## config.mk

```make
export PLATFORM = sky130hd
export DESIGN_NAME = riscv_mem_arbiter
export DESIGN_NICKNAME = d
export VERILOG_FILES = /design/src/rtl/riscv_mem_pkg.sv /design/src/rtl/mem_rd_tag_pipe.sv /design/src/rtl/riscv_mem_arbiter.sv
export SDC_FILE = /design/constraint.sdc
export NUM_CORES = 1
export LEC_CHECK = 0
export CELL_PAD_IN_SITES_DETAIL_PLACEMENT = 0
export CELL_PAD_IN_SITES_GLOBAL_PLACEMENT = 2
export CORE_MARGIN = 10
export CORE_UTILIZATION = 10
export DETAILED_ROUTE_END_ITERATION = 6
export GPL_ROUTABILITY_DRIVEN = 0
export HOLD_SLACK_MARGIN = 0.06
export PLACE_DENSITY_LB_ADDON = 0.1
export SYNTH_ARGS = -nofsm -noshare
export SYNTH_HDL_FRONTEND = slang
export SYNTH_HIERARCHICAL = 1
export SYNTH_SLANG_ARGS = --single-unit
```

## constraint.sdc

```tcl
create_clock -name clk -period 1.85 [get_ports clk]
set_input_delay 0.185 -clock clk [delete_from_list [all_inputs] [get_ports clk]]
set_output_delay 0.185 -clock clk [all_outputs]
set_load 0.01 [all_outputs]
```

## src/rtl/riscv_mem_pkg.sv

```systemverilog
// Shared types and constants for the boot sequencer / memory arbiter slice.
package riscv_mem_pkg;

  typedef enum logic {
    BOOT,
    RUN
  } arb_state_t;

  typedef enum logic [1:0] {
    TAG_NONE,
    TAG_IF,
    TAG_D
  } port_tag_t;

  localparam logic [3:0] WORD_BE_ALL = 4'hF;

endpackage

```

## src/rtl/mem_rd_tag_pipe.sv

```systemverilog
// Delay line carrying the owner tag of each granted read until its data returns.
module mem_rd_tag_pipe
  import riscv_mem_pkg::*;
#(
  parameter int unsigned DEPTH = 1
) (
  input  logic      i_clk,
  input  logic      i_rst_n,
  input  port_tag_t i_tag,
  output port_tag_t o_tag
);

  port_tag_t r_pipe [DEPTH];

  always_ff @(posedge i_clk or negedge i_rst_n) begin
    if (!i_rst_n) begin
      for (int i = 0; i < DEPTH; i++) begin
        r_pipe[i] <= TAG_NONE;
      end
    end else begin
      r_pipe[0] <= i_tag;
      for (int i = 1; i < DEPTH; i++) begin
        r_pipe[i] <= r_pipe[i-1];
      end
    end
  end

  assign o_tag = r_pipe[DEPTH-1];

endmodule

```

## src/rtl/riscv_mem_arbiter.sv

```systemverilog
// Holds the core in reset while the loader fills memory, then round-robins
// fetch and data traffic onto one pipelined memory port.
module riscv_mem_arbiter
  import riscv_mem_pkg::*;
#(
  parameter int unsigned ADDR_W     = 30,
  parameter int unsigned DATA_W     = 32,
  parameter int unsigned RD_LATENCY = 1
) (
  input  logic              clk,
  input  logic              reset_n,
  input  logic              ld_req,
  input  logic [ADDR_W-1:0] ld_addr,
  input  logic [DATA_W-1:0] ld_wdata,
  output logic              ld_gnt,
  input  logic              ld_done,
  input  logic              if_req,
  input  logic [ADDR_W-1:0] if_addr,
  output logic              if_gnt,
  output logic              if_rvalid,
  output logic [DATA_W-1:0] if_rdata,
  input  logic              d_req,
  input  logic              d_we,
  input  logic [3:0]        d_be,
  input  logic [ADDR_W-1:0] d_addr,
  input  logic [DATA_W-1:0] d_wdata,
  output logic              d_gnt,
  output logic              d_rvalid,
  output logic [DATA_W-1:0] d_rdata,
  output logic              mem_en,
  output logic              mem_we,
  output logic [3:0]        mem_be,
  output logic [ADDR_W-1:0] mem_addr,
  output logic [DATA_W-1:0] mem_wdata,
  input  logic [DATA_W-1:0] mem_rdata,
  output logic              core_reset
);

  arb_state_t r_state, w_state_next;
  logic       r_last_d;
  logic       w_ld_gnt, w_if_gnt, w_d_gnt;
  port_tag_t  w_tag_in, w_tag_out;

  always_ff @(posedge clk or negedge reset_n) begin
    if (!reset_n) begin
      r_state  <= BOOT;
      r_last_d <= 1'b0;
    end else begin
      r_state <= w_state_next;
      if (w_d_gnt) begin
        r_last_d <= 1'b1;
      end else if (w_if_gnt) begin
        r_last_d <= 1'b0;
      end
    end
  end

  // Grants are gated by reset_n so every output is quiet while reset is held.
  always_comb begin
    w_state_next = r_state;
    w_ld_gnt     = 1'b0;
    w_if_gnt     = 1'b0;
    w_d_gnt      = 1'b0;
    unique case (r_state)
      BOOT: begin
        w_ld_gnt = reset_n & ld_req;
        if (ld_done) begin
          w_state_next = RUN;
        end
      end
      RUN: begin
        if (if_req && d_req) begin
          w_if_gnt = r_last_d;
          w_d_gnt  = ~r_last_d;
        end else begin
          w_if_gnt = if_req;
          w_d_gnt  = d_req;
        end
      end
      default: w_state_next = BOOT;
    endcase
  end

  always_comb begin
    mem_en    = 1'b0;
    mem_we    = 1'b0;
    mem_be    = 4'h0;
    mem_addr  = '0;
    mem_wdata = '0;
    if (w_ld_gnt) begin
      mem_en    = 1'b1;
      mem_we    = 1'b1;
      mem_be    = WORD_BE_ALL;
      mem_addr  = ld_addr;
      mem_wdata = ld_wdata;
    end else if (w_d_gnt) begin
      mem_en    = 1'b1;
      mem_we    = d_we;
      mem_be    = d_we ? d_be : WORD_BE_ALL;
      mem_addr  = d_addr;
      mem_wdata = d_we ? d_wdata : '0;
    end else if (w_if_gnt) begin
      mem_en   = 1'b1;
      mem_be   = WORD_BE_ALL;
      mem_addr = if_addr;
    end
  end

  always_comb begin
    w_tag_in = TAG_NONE;
    if (w_if_gnt) begin
      w_tag_in = TAG_IF;
    end else if (w_d_gnt && !d_we) begin
      w_tag_in = TAG_D;
    end
  end

  mem_rd_tag_pipe #(
    .DEPTH (RD_LATENCY)
  ) u_tag_pipe (
    .i_clk   (clk),
    .i_rst_n (reset_n),
    .i_tag   (w_tag_in),
    .o_tag   (w_tag_out)
  );

  assign ld_gnt     = w_ld_gnt;
  assign if_gnt     = w_if_gnt;
  assign d_gnt      = w_d_gnt;
  assign if_rvalid  = (w_tag_out == TAG_IF);
  assign d_rvalid   = (w_tag_out == TAG_D);
  assign if_rdata   = mem_rdata;
  assign d_rdata    = mem_rdata;
  assign core_reset = (r_state == BOOT);

endmodule

```

==> results.json, run 1 <==
{
  "min_period_ps": 1910,
  "synth-simple-area-share": 0.166,
  "rows": 46,
  "synth.top_cells.by_area": "buf_4 (31%), a221o_1 (19%), a22o_1 (18%)",
  "synth.distinct_cells": 21,
  "io_buffer_count": 238,
  "grt_pass1_wl_um": 18500,
  "synth_top_area_share": 0.309,
  "hold_path.class": "input port to async pin",
  "required_ps": 1660,
  "postCtsHoldBufs": 0,
  "clk_latency_ps": 220,
  "die_h_um": 147,
  "slew_violations": 0,
  "synth_xor_xnor_area_share": 0,
  "drive_above_1_share": 0.360,
  "drtPass1Iterations": 4,
  "num_vias": 2317,
  "area_growth_pct": 164,
  "p_leak_uw": 0.00182,
  "power.share.clock": 0.246,
  "worst_slew_pin_slew_ps": 345,
  "seq_power_share": 0.076,
  "max_freq_mhz": 523,
  "fin_skew_ps": 1.19,
  "start_util": 0.102,
  "outcome": "finished, violations left",
  "fin_area_um2": 4230,
  "placed_area_um2": 3900,
  "dieArea_um2": 21500,
  "htree_num_levels": 1,
  "ir_worst_vdd_mv": 0.193,
  "nets": 599,
  "cp-end-kind": "primary output",
  "utilization": 0.268,
  "grt-ovfl-total": 0,
  "via_per_inst": 3.76,
  "synth_seq_cells": 4,
  "period_share": 1.03,
  "post_synth_mux_area_share": 0,
  "critPathKind": "flop to primary output",
  "postSynthCellCount": 201,
  "clkTransAtPathRegs_ps": 30,
  "track_usage": 0.113,
  "cts.sinks": 4,
  "syn_area_um2": 1600,
  "drv_cap": 0,
  "die_x_um": 147,
  "antenna_found_initial": 0,
  "synth_fa_ha_area_frac": 0,
  "fin_ws_ps": -62.3,
  "start_kind": "flop",
  "dp_hpwl_um": 10300,
  "p_int_uw": 978,
  "cts_root_buffer": "clkbuf_16",
  "total_power_uw": 1350,
  "worstPathArrival_ps": 1730,
  "p_sw_frac": 0.277,
  "violations": "setup timing",
  "clockBufferDepth": 2,
  "fill_cells": 1743,
  "path_max_fanout": 5,
  "slew_headroom": 0.768,
  "ys_warn_count": 6,
  "grt_max_degree": 17,
  "setup_viol": 30,
  "syn_nets": 398,
  "rsz0062_at_grt": "yes",
  "numCtsBuffers": 3,
  "drc": 0,
  "p_sw_uw": 375,
  "io_pins": 335,
  "hold_violations": 0,
  "grt_pass1_vias": 2544,
  "synth_sequential_area_ratio": 0.0625,
  "drtIter0Drc": 53,
  "cts_tree": "yes",
  "synth_area_per_cell_um2": 7.97,
  "insertedDiodeCount": 0,
  "core_um2": 15800,
  "wirelength_um": 12900,
  "synth_top_family_by_area": "compound AO/OA/AOI/OAI gates",
  "synth-compound-area-share": 0.394,
  "powerDensity_nw_per_um2": 320,
  "synth_top_cell_by_area": "buf_4",
  "pwr-share-comb": 0.678,
  "drtAntennaViolNets": 0,
  "wl_per_cell_um": 20.9
}
-- layer usage --
metal  global-route usage  wire length, µm
met5                    0                0
met4               0.0210              144
met3               0.0355              993
met2                0.228             7240
met1                0.108             4520
-- through the flow --
| stage | setup TNS [ps] | hold WS, ps | setup slack [ps] | std cells |
|---|---|---|---|---|
| floorplan | 0 | -111 | 374 | 201 |
| global placement | -21340 | 370 | -377 | 593 |
| detailed placement | -22100 | 370 | -392 | 593 |
| CTS | -1610 | 257 | -127 | 613 |
| global route | -4170 | 276 | -136 | 616 |
| finish | -889 | 254 | -62.3 | 616 |
-- cells in the final DEF (no fill, tap or decap), drive strengths merged --
cell type,instances
or2,1
clkdlybuf4s50,165
dlygate4sd2,4
buf,104
and3b,1
a21oi,2
dfrtp,4
nand3,1
and2,31
a221o,30
nand2b,2
o21ai,2
nor2b,3
inv,2
clkbuf,5
bufbuf,1
o21a,4
a22o,32
clkdlybuf4s15,1
and3,1
nand2,4
-- cells by family after synthesis --
| kind of cell | after synthesis |
|---|---|
| AOI/OAI and AO/OA | 70 |
| buffers and inverters | 83 |
| DFF | 4 |
| and+or+nand+nor | 44 |
-- power by group through the flow --
stage | Sequential, µW | Clock (µW) | Combinational, µW
after floorplan | 99.9 | 0 | 378
after global placement | 103 | 0 | 920
after detailed placement | 103 | 0 | 920
after CTS | 102 | 337 | 913
after global routing | 104 | 343 | 983
final | 102 | 333 | 918
-- flip-flops by register name, indices dropped and copies added (netlist names) --
name / flops
u_tag_pipe/o_tag: 2
r_last_d: 1
r_state: 1
-- synth_stat cells --
cell type  number
nand2b_1        2
nand2_1         4
buf_2           9
o21ai_0         2
nor2b_1         3
a21oi_1         2
dfrtp_1         4
a221o_1        30
buf_6           3
or2_2           1
and2_0         29
buf_4          66
and2_1          2
nand3_1         1
and3_1          1
buf_8           1
o21a_1          4
clkbuf_1        2
and3b_1         1
inv_1           2
a22o_1         32
-- final timing paths --
kind                                   startpoint                       endpoint  slack (ps)  cells past startpoint
worst min register to register  r_state$_DFF_PN0_              r_state$_DFF_PN0_         630                      2
worst min-delay path                      reset_n              r_state$_DFF_PN0_         250                      2
worst max register to register  r_state$_DFF_PN0_  u_tag_pipe/o_tag[1]$_DFF_PN0_         550                      5
min in group clk                    mem_rdata[26]                    d_rdata[26]         370                      0
worst max-delay path            r_state$_DFF_PN0_                   mem_wdata[1]         -60                      7
max in group asynchronous                 reset_n              r_state$_DFF_PN0_        1490                      2
-- worst max-delay path, stage by stage (launching register included) --
cell and delay [ps]:
dfrtp_2 380, and3b_2 270, buf_12 160, buf_12 120, buf_12 120, buf_12 120, a22o_1 210, buf_6 120
-- area by class of cell --
cell class                 instances  area [µm²]  area share
clock buffer                       3        75.1      0.0177
timing repair buffer             277        2770       0.655
tap                              216         270      0.0638
sequential                         4         101      0.0239
inverter                           2        7.51     0.00177
multi-input combinational        114        1010       0.238
-- what timing repair did --
action / in CTS / in global routing
pin swaps: 31 / 12
endpoints found under the setup margin: 71 / 54
buffers inserted: 9 / 4
cloned: 8 / 0
resized for setup: 327 / 36
(Power assumes the default switching activity.)
==> inputs of run 2 (changes only) <==
Settings changed: SKIP_CTS_REPAIR_TIMING set to 1.
==> results.json, run 2 (synthesis gave the netlist of run 1 again) <==
{
  "setup_viol": 28,
  "r2r_cells": 5,
  "rows": 46,
  "final_cell_mix": "clkdlybuf4s50_1 (163), buf_6 (39), buf_2 (36)",
  "drtAntennaViolNets": 0,
  "wirelength_um": 13300,
  "startpoint": "r_state$_DFF_PN0_",
  "power.share.clock": 0.246,
  "cts_root_buffer": "clkbuf_16",
  "critPathKind": "flop to primary output",
  "hold_path.class": "input port to flop",
  "drtPass1Iterations": 4,
  "powerDensity_nw_per_um2": 313,
  "area_growth_pct": 171,
  "rrSetupSlack_ps": 660,
  "grt_pass1_wl_um": 16900,
  "grt_max_degree": 35,
  "track_usage": 0.102,
  "numCtsBuffers": 3,
  "setup_tns_ps": -1600,
  "io_pins": 335,
  "clkTransAtPathRegs_ps": 30,
  "period_share": 1.05,
  "fill_cells": 1736,
  "dp_hpwl_um": 10300,
  "die_x_um": 147,
  "via_per_inst": 3.75,
  "p_sw_uw": 382,
  "grt-ovfl-total": 0,
  "num_vias": 2339,
  "cts_tree": "yes",
  "outcome": "finished, violations left",
  "worstPathArrival_ps": 1760,
  "drive_above_1_share": 0.368,
  "required_ps": 1660,
  "largest_register_ffs": 2,
  "drv_cap": 0,
  "reg2reg_to": "u_tag_pipe/o_tag[1]$_DFF_PN0_",
  "seq_power_share": 0.075,
  "cts.sinks": 4,
  "htree_num_levels": 1,
  "p_int_uw": 975,
  "wl_per_cell_um": 21.3,
  "pwr-share-comb": 0.678,
  "hold_violations": 0,
  "rr_startpoint": "r_state$_DFF_PN0_",
  "start_kind": "flop",
  "min_period_ps": 1950,
  "slew_headroom": 0.764,
  "hold_start": "d_req",
  "start_util": 0.102,
  "violations": "setup timing",
  "worst_slew_pin_slew_ps": 350,
  "fin_skew_ps": 1.91,
  "dieArea_um2": 21500,
  "rsz0062_at_grt": "yes",
  "path_max_fanout": 8,
  "slew_violations": 0,
  "cp-end-kind": "primary output",
  "die_h_um": 147,
  "p_sw_frac": 0.281,
  "drtIter0Drc": 62,
  "grt_pass1_vias": 2392,
  "total_power_uw": 1360,
  "ir_worst_vdd_mv": 0.175,
  "critPathCapture": "mem_wdata[17]",
  "clockBufferDepth": 2,
  "fin_ws_ps": -95.8,
  "clk_latency_ps": 220,
  "nets": 607,
  "final_common_cell": "clkdlybuf4s50_1",
  "antenna_found_initial": 0,
  "io_buffer_count": 238,
  "p_leak_uw": 0.00195,
  "drc": 0,
  "max_freq_mhz": 514,
  "core_um2": 15800,
  "insertedDiodeCount": 0
}
==> run 2: final cells by class <==
type | instances | area (µm²) | area share
Inverter | 2 | 7.51 | 0.00173
Multi-Input combinational cell | 114 | 1020 | 0.235
Timing Repair Buffer | 285 | 2860 | 0.660
Sequential cell | 4 | 101 | 0.0234
Clock buffer | 3 | 75.1 | 0.0173
Tap cell | 216 | 270 | 0.0623
==> run 2: critical path, cell delays in order, from the launching register on <==
cell and delay, ps:
dfrtp_2 390, and3b_4 410, buf_6 140, buf_6 110, buf_6 100, buf_6 110
a22o_1 140, clkbuf_2 130
==> run 2: how the worst min path moves through the flow <==
stage / to / slack (ps) / cells after the start
global placement: d_rdata[9] / 370 / 0
floorplan: r_last_d$_DFFE_PN0P_ / -110 / 0
detailed placement: d_rdata[9] / 370 / 0
global route: d_rdata[0] / 370 / 0
CTS: r_state$_DFF_PN0_ / 260 / 2
finish: r_last_d$_DFFE_PN0P_ / 360 / 3
==> run 2: stage by stage <==
stage | area, µm² | hold WS [ps] | utilization | cells | setup slack [ps]
finish | 4340 | 365 | 0.275 | 624 | -95.8
CTS | 3970 | 255 | 0.252 | 596 | -411
floorplan | 1600 | -111 | - | 201 | 374
detailed placement | 3900 | 370 | 0.247 | 593 | -392
global placement | 3900 | 370 | 0.247 | 593 | -377
global route | 4340 | 370 | 0.275 | 624 | -166
==> run 2: power groups by stage <==
stage	clock network [µW]	logic (µW)	registers, µW
after global placement	0	920	103
after global routing	346	985	103
after detailed placement	0	920	103
after floorplan	0	378	99.9
after CTS	337	924	102
final	334	920	102
==> run 2: routing by layer <==
metal,up-vias,wire length (µm),track usage
li1,1105,-,-
met2,138,7440,0.206
met3,18,1040,0.0368
met1,1078,4650,0.0930
met4,0,144,0.0210
met5,-,0,0
==> inputs of run 3 (changes only) <==
Settings changed: REMOVE_ABC_BUFFERS set to 1, SKIP_LAST_GASP set to 1.
==> results.json, run 3 (synthesis gave the netlist of run 1 again) <==
{
  "outcome": "finished, violations left",
  "violations": "setup timing",
  "fin_skew_ps": 2.32,
  "worstPathArrival_ps": 1780,
  "drtIter0Drc": 30,
  "htree_num_levels": 1,
  "dieArea_um2": 21500,
  "area_growth_pct": 156,
  "wl_met3_um": 2880,
  "powerDensity_nw_per_um2": 324,
  "num_vias": 2400,
  "max_freq_mhz": 509,
  "hold_path.class": "input port to async pin",
  "die_x_um": 147,
  "drtAntennaViolNets": 0,
  "final_cell_mix": "clkdlybuf4s50_1 (165), dlymetal6s2s_1 (43), a22o_1 (32)",
  "setup_tns_ps": -1820,
  "period_share": 1.06,
  "numCtsBuffers": 3,
  "p_leak_uw": 0.00219,
  "grt-ovfl-total": 0,
  "grt_max_degree": 33,
  "rr_startpoint": "r_state$_DFF_PN0_",
  "wl_met2_um": 5780,
  "setup_viol": 30,
  "slew_headroom": 0.844,
  "core_um2": 15800,
  "drtPass1Iterations": 4,
  "slew_violations": 0,
  "path_max_fanout": 30,
  "io_pins": 335,
  "dp_hpwl_um": 11300,
  "largest_register_ffs": 2,
  "insertedDiodeCount": 0,
  "cts_tree": "yes",
  "routed.top_layer": "met5",
  "antenna_found_initial": 0,
  "reg2reg_to": "u_tag_pipe/o_tag[1]$_DFF_PN0_",
  "drive_above_1_share": 0.169,
  "start_util": 0.102,
  "track_usage": 0.112,
  "rsz0062_at_grt": "yes",
  "die_h_um": 147,
  "rows": 46,
  "final_common_cell": "clkdlybuf4s50_1",
  "cp-end-kind": "primary output",
  "drc": 0,
  "cts.sinks": 4,
  "clockBufferDepth": 2,
  "r2r_cells": 7,
  "grt_pass1_vias": 2700,
  "rrSetupSlack_ps": 440,
  "start_kind": "flop",
  "fill_cells": 1772,
  "drt-met1-wl_um": 5480,
  "nets": 584,
  "hold_violations": 0,
  "grt_pass1_wl_um": 18500,
  "clk_latency_ps": 220,
  "ir_worst_vdd_mv": 0.194,
  "required_ps": 1660,
  "io_buffer_count": 238,
  "critPathKind": "flop to primary output",
  "min_period_ps": 1960,
  "fin_ws_ps": -115,
  "wl_per_cell_um": 23.7,
  "cts_root_buffer": "clkbuf_16",
  "clkTransAtPathRegs_ps": 30,
  "worst_slew_pin_slew_ps": 232,
  "wirelength_um": 14200,
  "drv_cap": 0,
  "pre_cts_slack_ps": -368,
  "via_per_inst": 3.99
}
==> run 3: worst max-delay path by stage <==
stage / start / endpoint / slack (ps) / cells after the start
after floorplan: r_state$_DFF_PN0_ / mem_addr[0] / -460 / 3
after global placement: d_req / mem_addr[7] / -370 / 7
final: r_state$_DFF_PN0_ / mem_addr[8] / -110 / 6
after global routing: r_state$_DFF_PN0_ / mem_addr[8] / -180 / 6
after detailed placement: d_req / mem_addr[7] / -370 / 7
after CTS: d_req / mem_addr[8] / -370 / 7
==> run 3: layout make-up <==
type / count / area, µm² / area share
flip-flops and latches: 4 / 100 / 0.0244
multi-input cells: 114 / 941 / 0.230
well taps: 216 / 270 / 0.0660
repair buffers: 262 / 2700 / 0.660
inverters: 2 / 7.51 / 0.00183
clock buffers: 3 / 75.1 / 0.0183
==> run 3: power breakdown <==
group	internal, µW	switching (µW)
sequential	94.8	8.48
clock	276	57.5
combinational	584	307
total	955	373
==> run 3: through the flow <==
stage | instance area [µm²] | hold slack [ps] | total power, µW | util | std cells
6_report | 4100 | 251 | 1330 | 0.260 | 601
5_1_grt | 4100 | 277 | 1410 | 0.260 | 601
4_1_cts | 3930 | 252 | 1340 | 0.249 | 590
3_5_place_dp | 3850 | 370 | 999 | 0.244 | 587
3_3_place_gp | 3850 | 370 | 1010 | 0.244 | 587
2_1_floorplan | 1000 | -111 | 323 | - | 120
==> run 3: routing by layer <==
| metal | vias up | global-route usage |
|---|---|---|
| met3 | 4 | 0.115 |
| met5 | - | 0.0450 |
| li1 | 1060 | - |
| met2 | 267 | 0.153 |
| met4 | 2 | 0.0115 |
| met1 | 1067 | 0.120 |
==> run 3: worst max-delay path: stages, from the launching register on <==
cell,delay (ps)
dfrtp_1,390
and3b_2,260
buf_4,140
buf_12,150
and2_0,160
a221o_1,250
dlymetal6s2s_1,190
